`src/rtl/dmem_axi_bridge_pkg.sv`:
```
// Shared encodings for the CPU-side AXI bridges: FSM states, AXI burst/size codes, fixed IDs.
package dmem_axi_bridge_pkg;

  localparam logic [2:0] ST_IDLE   = 3'd0;
  localparam logic [2:0] ST_RD_AR  = 3'd1;
  localparam logic [2:0] ST_RD_R   = 3'd2;
  localparam logic [2:0] ST_WR_AWW = 3'd3;
  localparam logic [2:0] ST_WR_B   = 3'd4;
  localparam logic [2:0] ST_DONE   = 3'd5;

  typedef enum logic [2:0] {
    IDLE   = ST_IDLE,
    RD_AR  = ST_RD_AR,
    RD_R   = ST_RD_R,
    WR_AWW = ST_WR_AWW,
    WR_B   = ST_WR_B,
    DONE   = ST_DONE
  } dmemState_t;

  localparam logic [1:0] BURST_INCR = 2'b01;
  localparam logic [2:0] SIZE_B     = 3'd0;
  localparam logic [2:0] SIZE_H     = 3'd1;
  localparam logic [2:0] SIZE_W     = 3'd2;

  localparam logic [3:0] IFETCH_AXI_ID = 4'd0;
  localparam logic [3:0] DMEM_AXI_ID   = 4'd1;

endpackage

```
`src/rtl/dmem_axi_bridge_axi_size_enc.sv`:
```
// Byte-select to AXI transfer size; unusual patterns fall back to a full word.
module axi_size_enc
  import dmem_axi_bridge_pkg::*;
(
  input  logic [3:0] sel,
  output logic [2:0] size
);

  always_comb begin
    size = SIZE_W;
    case (sel)
      4'b1111:                         size = SIZE_W;
      4'b0011, 4'b1100:                size = SIZE_H;
      4'b0001, 4'b0010, 4'b0100, 4'b1000: size = SIZE_B;
      default:                         size = SIZE_W;
    endcase
  end

endmodule

```
`src/rtl/dmem_axi_bridge.sv`:
```
// M-stage data-memory port to single-beat AXI3 master; one transaction in flight, stalls the CPU meanwhile.
module dmem_axi_bridge
  import dmem_axi_bridge_pkg::*;
#(
  parameter logic [3:0] AXI_ID = DMEM_AXI_ID,
  parameter int         ADDR_W = 32,
  parameter int         DATA_W = 32
) (
  input  logic              clk,
  input  logic              rst,
  input  logic              mem_en,
  input  logic              mem_wr,
  input  logic [3:0]        mem_sel,
  input  logic [ADDR_W-1:0] mem_addr,
  input  logic [DATA_W-1:0] mem_wdata,
  input  logic              stall_other,
  output logic [DATA_W-1:0] mem_rdata,
  output logic              d_stall,
  output logic [3:0]        arid,
  output logic [ADDR_W-1:0] araddr,
  output logic [3:0]        arlen,
  output logic [2:0]        arsize,
  output logic [1:0]        arburst,
  output logic              arvalid,
  input  logic              arready,
  input  logic [DATA_W-1:0] rdata,
  input  logic              rvalid,
  output logic              rready,
  output logic [3:0]        awid,
  output logic [ADDR_W-1:0] awaddr,
  output logic [3:0]        awlen,
  output logic [2:0]        awsize,
  output logic [1:0]        awburst,
  output logic              awvalid,
  input  logic              awready,
  output logic [DATA_W-1:0] wdata,
  output logic [3:0]        wstrb,
  output logic              wlast,
  output logic              wvalid,
  input  logic              wready,
  input  logic              bvalid,
  output logic              bready
);

  dmemState_t        state, stateNext;
  logic [ADDR_W-1:0] addrQ;
  logic [2:0]        sizeQ, sizeIn;
  logic [3:0]        selQ;
  logic [DATA_W-1:0] wdataQ;
  logic              awOk, wOk;
  logic              awDone, wDone;

  axi_size_enc uSizeEnc (.sel(mem_sel), .size(sizeIn));

  assign arid    = AXI_ID;
  assign awid    = AXI_ID;
  assign arlen   = 4'd0;
  assign awlen   = 4'd0;
  assign arburst = BURST_INCR;
  assign awburst = BURST_INCR;
  assign wlast   = 1'b1;
  assign araddr  = addrQ;
  assign awaddr  = addrQ;
  assign arsize  = sizeQ;
  assign awsize  = sizeQ;
  assign wdata   = wdataQ;
  assign wstrb   = selQ;

  // A channel counts as done if it handshook earlier or is handshaking now.
  assign awDone = awOk | (awvalid & awready);
  assign wDone  = wOk  | (wvalid & wready);

  always_comb begin
    stateNext = state;
    arvalid   = 1'b0;
    rready    = 1'b0;
    awvalid   = 1'b0;
    wvalid    = 1'b0;
    bready    = 1'b0;
    d_stall   = 1'b1;
    case (state)
      IDLE: begin
        d_stall = mem_en;
        if (mem_en) stateNext = mem_wr ? WR_AWW : RD_AR;
      end
      RD_AR: begin
        arvalid = 1'b1;
        if (arready) stateNext = RD_R;
      end
      RD_R: begin
        rready = 1'b1;
        if (rvalid) stateNext = DONE;
      end
      WR_AWW: begin
        awvalid = ~awOk;
        wvalid  = ~wOk;
        if (awDone && wDone) stateNext = WR_B;
      end
      WR_B: begin
        bready = 1'b1;
        if (bvalid) stateNext = DONE;
      end
      DONE: begin
        // mem_en still reflects the finished instruction; wait for the pipeline to move.
        d_stall = 1'b0;
        if (!stall_other) stateNext = IDLE;
      end
      default: stateNext = IDLE;
    endcase
  end

  always_ff @(posedge clk) begin
    if (rst) begin
      state     <= IDLE;
      mem_rdata <= '0;
      awOk      <= 1'b0;
      wOk       <= 1'b0;
      addrQ     <= '0;
      sizeQ     <= SIZE_W;
      selQ      <= '0;
      wdataQ    <= '0;
    end else begin
      state <= stateNext;
      if (state == IDLE && mem_en) begin
        addrQ  <= mem_addr;
        sizeQ  <= sizeIn;
        selQ   <= mem_sel;
        wdataQ <= mem_wdata;
      end
      if (state == RD_R && rvalid) mem_rdata <= rdata;
      if (state == WR_AWW) begin
        awOk <= (awDone && wDone) ? 1'b0 : awDone;
        wOk  <= (awDone && wDone) ? 1'b0 : wDone;
      end
    end
  end

endmodule

```
`config.mk`:
```
export PLATFORM = sky130hd
export DESIGN_NAME = dmem_axi_bridge
export DESIGN_NICKNAME = d
export VERILOG_FILES = /design/src/rtl/dmem_axi_bridge_pkg.sv /design/src/rtl/dmem_axi_bridge_axi_size_enc.sv /design/src/rtl/dmem_axi_bridge.sv
export SDC_FILE = /design/constraint.sdc
export NUM_CORES = 1
export LEC_CHECK = 0
export ABC_AREA = 1
export CAP_MARGIN = 20
export CORE_AREA = 2 2 106 108
export DETAILED_ROUTE_END_ITERATION = 8
export DIE_AREA = 0 0 108 110
export DONT_BUFFER_PORTS = 1
export GPL_TIMING_DRIVEN = 0
export SYNTH_ARGS = -nofsm -noshare
export SYNTH_HDL_FRONTEND = slang
export SYNTH_SLANG_ARGS = --single-unit
```
`constraint.sdc`:
```
create_clock -name clk -period 1.45 [get_ports clk]
set_input_delay 0.3625 -clock clk [delete_from_list [all_inputs] [get_ports clk]]
set_output_delay 0.3625 -clock clk [all_outputs]
set_load 0.02 [all_outputs]
```
Word-level counts from Yosys, hierarchy flattened
Index checks and enable logic that the tools add are counted.
{"block": "word_totals", "register_bits": 108, "latchBits": 0, "ram_bits": 0, "mem_bits_ro": 0, "input_bits": 110, "out_inout_bits": 165, "elab_cells": 55, "memories": 0}
{"block": "classes", "addsub": 0, "multipliers": 0, "div_mod_pow": 0, "n_lt_le_gt_ge": 0, "eq_ne": 17, "shift": 0, "n_mux": 17, "bitwise": 6, "reduce_logical": 7}
{"cell": "3-bit 2-to-1 mux", "count": 6}
{"cell": "3-bit case mux with 6 select lines", "count": 1}
{"cell": "2-bit inequality test (second input constant)", "count": 6}
{"cell": "4-bit by 2-bit == test with 1-bit output (second input constant)", "count": 2}
{"cell": "4-bit == test (second input constant)", "count": 2}
{"cell": "1-bit 2-to-1 mux", "count": 7}
{"cell": "3-bit by 2-bit == test with 1-bit output (second input constant)", "count": 2}
{"cell": "3-bit == test (second input constant)", "count": 2}
{"cell": "6-bit AND reduction", "count": 1}
{"cell": "4-bit by 1-bit == test with 1-bit output (second input constant)", "count": 1}
{"cell": "4-bit by 3-bit == test with 1-bit output (second input constant)", "count": 1}
{"cell": "2-bit case mux with 2 select lines", "count": 1}
{"cell": "4-bit OR reduction", "count": 1}
{"cell": "3-bit by 1-bit == test with 1-bit output (second input constant)", "count": 1}
{"cell": "1-bit logical AND", "count": 3}
{"cell": "3-bit logical NOT", "count": 1}
{"cell": "1-bit bitwise AND", "count": 2}
{"cell": "2-bit 2-to-1 mux", "count": 1}
{"cell": "1-bit NOT", "count": 2}
{"cell": "1-bit OR", "count": 2}
{"cell": "1-bit case mux with 2 select lines", "count": 1}
{"cell": "2-bit OR reduction", "count": 1}

Logic depth before layout (Yosys ltp)
{"block": "depth", "ltp_word": 7, "mapped_depth": 9, "mapped_depth_nobuf": 9}

Cells and area by module
A second synthesis with hierarchy kept.
{"block": "unflattened", "cells_unflattened": 594, "area_unflattened_um2": 4526.8}
{"module": "dmem_axi_bridge", "n_inst": 1, "cells_per_inst": 574, "area_per_inst_um2": 4448.0, "seq_area_each_um2": 2162.1}
{"module": "axi_size_enc", "n_inst": 1, "cells_per_inst": 20, "area_per_inst_um2": 78.8, "seq_area_each_um2": 0.0}

Least setup slack after synthesis
Ideal clock, no wire load.
{"block": "synth_path", "path_kind": "register to output", "start": "register state[0]", "end": "output port arvalid", "arrival_time_ns": 0.960, "t_required_ns": 1.087, "setup_slack_ns": 0.128, "stages_incl_launch_ff": 3, "path_buffers": 0, "cell_sequence": "dfxtp_1 inv_2 nor3_1"}
{"block": "synth_between", "elab_chain_len": 2}
{"element": "start: declaration", "line": "dmem_axi_bridge.sv:45", "source": "dmemState_t state, stateNext;"}
{"element": "start signal: assignment", "line": "dmem_axi_bridge.sv:123", "source": "state <= stateNext;"}
{"element": "3-bit by 1-bit == test with 1-bit output", "line": "dmem_axi_bridge.sv:81", "source": "case (state)"}
{"element": "1-bit 2-to-1 mux", "line": "dmem_axi_bridge.sv:81"}
{"element": "end: declaration", "line": "dmem_axi_bridge.sv:24", "source": "output logic arvalid,"}
No other way between the ends.

Worst setup path after layout
{"block": "layout_path", "start": "register state[1]", "end": "output port arvalid"}
The elaborated chain is that of the path after synthesis.

==> results.txt <==
The fraction of power spent switching nets was 0.426. The final routed wirelength across all metal layers came out at 11500 um. The run gives 0.773 as the routability congestion estimate. The internal power contribution is 0.00582 W, and the I/O pin total is 275.

In the layout the commonest cells are 148 x nand2_1, 74 x dfxtp_1, 71 x buf_4, 71 x a21oi_1, 46 x nor2_1. For the worst setup path, the data required time is 1.09 ns. After global routing the overflow that remains totals 0. The flop and latch count out of synthesis was 107; the final hold violation count was 0.

The total area inside the core boundary comes to 0.0107 mm^2. The routed length per instance was 15.0 um; the overall die height was 110 um. The count of nets left with antenna violations once routing finished came out at 0. The fraction of final layout cells with drive strength greater than 1 was 0.310.

The total power density per cell area was 1930 mW/mm^2; the number of flops mapped to enable cells by yosys was 0. The share of power burned in registers is 0.467. TritonCTS built the clock tree. The run gives 0.185 as the clock network fraction of total power. For this run, the leading register cell type out of synthesis is dfxtp_1. The area of the die was 0.0119 mm^2; the warning count from the yosys run was 0. The layout net count came out at 730. The final reports fail on setup timing. Setup-violating endpoint count in the final report: 36.

Of all nets on the critical path, the largest fanout is 7. The first-pass GRT wire length is 16400 um. Setup repair after global routing could not meet its margin everywhere.

The share of power burned in combinational logic is 0.348. The first TritonRoute pass finished after 4 iterations. The synthesized netlist cell count was 573. From synthesis to final layout, the design area changed by 18.7%. The utilization after layout is 0.492. The async set-or-reset flop fraction in the synthesized netlist works out to 0. The tools report the wire length on met2 as 5830 um. The die is 108 um wide.

Entering global routing, the biggest net connects 19 pins. In this run, CTS created clock tree buffers numbering 9. The path class of the tightest hold or removal check is primary input to register. The tools report the number of antenna violations at the first check in global routing as 0.

Signal routing reaches up to met4. STA classifies the critical path startpoint as a register. 0 antenna diodes ended up in the layout.

In the routed design, unresolved DRC markers number 0. At the pin with the least slew margin, the transition time is 0.558 ns. The initial core utilization was 0.415; the count of maximum capacitance violations was 0. Detailed routing placed a total of 1210 um of wire on met3.

The data arrival time at the worst-slack endpoint is 1.23 ns, and the number of distinct library cells after synthesis is 28. The analysis attributes to cell leakage a power of 2.25 nW. Via count of the first global-routing pass: 3314. The tree is rooted in a clkbuf_8. The final worst-path setup slack was -0.145 ns; the final clock skew was 0.0101 ns. At the placement stage, the worst setup path has a slack of -0.201 ns. The maximum clock rate was 0.627 GHz; the floorplan row count was 38. The clock transition at the registers of the reported paths works out to 0.11 ns. The smallest clock period supported by the final layout is computed as 1.60 ns. The cell area after technology mapping is 0.00443 mm^2. The tools report the worst slew margin relative to its limit as 0.628. The final period utilization was 1.10. For this design the total switching power over the nets is 0.00432 W. After routing the design area is 0.00526 mm^2.

Max-slew violation total from the final report: 0. The flow ran to the end, but the final reports show violations. Kind of capture point of the worst setup path: an output port. The tools report the maximum buffer depth of the clock tree as 2. The sum of routed wire segments on met1 is 4290 um, and the count of input and output buffers is 0. Most frequent standard cell in the layout excluding fill and tap cells: nand2_1. Excluding fillers, the count of instances in the completed layout stands at 765. The synthesized area per cell was 7.74 um^2; the overall track demand over capacity in global routing was 0.176. The number of instances in the placed design is 734, and the clock net sink count is 107. For the register area share after synthesis, the log shows 0.483. The clock tree synthesis step divided the H-tree into 3 levels. For this block, the initial DRC count from the detailed router was 203.

The run gives 8440 um as the half-perimeter wire length after detailed placement. VDD sags by at most 804 uV. The number of vias per cell was 4.86.

The critical path is of the register to output port type. Cell area after placement: 0.00469 mm^2. The routed layout has 3715 vias. The later-pin clock latency in the skew report is 0.37 ns, and the cts-stage hold buffer count is 0.
==> worst max-delay path: stages (launching register included) <==
cell     delay [ns]
dfxtp_4        0.41
buf_4          0.15
nor3_4         0.31
==> power by group through the flow <==
stage / sequential, W / clock, W / combinational (W)
global placement: 0.00471 / 0 / 0.00289
detailed placement: 0.00471 / 0 / 0.00295
finish: 0.00474 / 0.00187 / 0.00353
CTS: 0.00472 / 0.00193 / 0.00326
floorplan: 0.00455 / 0 / 0.00247
global route: 0.00481 / 0.00207 / 0.00392
==> flip-flops by register name, indices dropped and copies added, names as in the netlist <==
register   count
araddr        32
arsize         2
awOk           1
mem_rdata     32
state          3
wOk            1
wdata         32
wstrb          4
==> cell families after synthesis <==
logic type	Yosys count	synth area share
AO/OA/AOI/OAI	111	0.128
XOR/XNOR	1	0.00198
other	2	0.00169
AND/OR/NAND/NOR	245	0.231
buffers and inverters	107	0.155
flip-flops	107	0.483
==> final timing paths <==
check | depth (start not counted) | to | slack, ns | startpoint
worst min-delay path | 2 | mem_rdata[21] | 0.11 | rdata[21]
worst max-delay path | 2 | arvalid | -0.15 | state[1]
worst min register to register | 2 | araddr[8] | 0.53 | araddr[8]
worst max register to register | 10 | mem_rdata[18] | -0.13 | state[2]
==> routing by layer <==
metal  track usage  up-vias
met1         0.187     1695
met3        0.0688       14
met4        0.0751        0
met5             0        -
li1              -     1833
met2         0.313      173
==> cell type report <==
class	count	area, um^2
multi-input combinational	380	1790
timing repair buffer	15	155
fill	1060	5430
sequential	107	2190
buffer	89	653
clock buffer	10	128
tap	140	175
clock inverter	6	75.1
inverter	18	95.1
==> repair_timing <==
| item | in CTS | in global routing |
|---|---|---|
| gates cloned | 0 | 2 |
| hold endpoints to repair | 0 | 0 |
| setup buffers | 9 | 5 |
| endpoints found under the setup margin | 85 | 121 |
| gates resized for setup | 44 | 54 |
| pin swaps | 2 | 12 |
==> stage by stage <==
stage          setup TNS (ns)  hold slack [ns]  total power (W)
2_1_floorplan               0            0.491          0.00701
3_5_place_dp            -6.74            0.502          0.00766
6_report                -3.78            0.113           0.0101
5_1_grt                -10.34           0.0946           0.0108
3_3_place_gp            -5.77            0.492          0.00759
4_1_cts                 -2.85           0.0961          0.00991
==> cells in the mapped netlist (4+ instances only) <==
master,number,area [um^2]
inv_1,13,48.8
inv_2,4,15.0
nor2_1,61,229
buf_6,6,67.6
nor2_2,15,93.8
buf_2,9,45.0
clkbuf_1,14,52.6
buf_4,60,450
o21ai_1,8,40.0
nand2_1,151,567
nand3_1,8,40.0
dfxtp_1,107,2140
o21ai_0,29,145
a21oi_1,71,355
No activity file was read; power rests on OpenSTA's default activity.
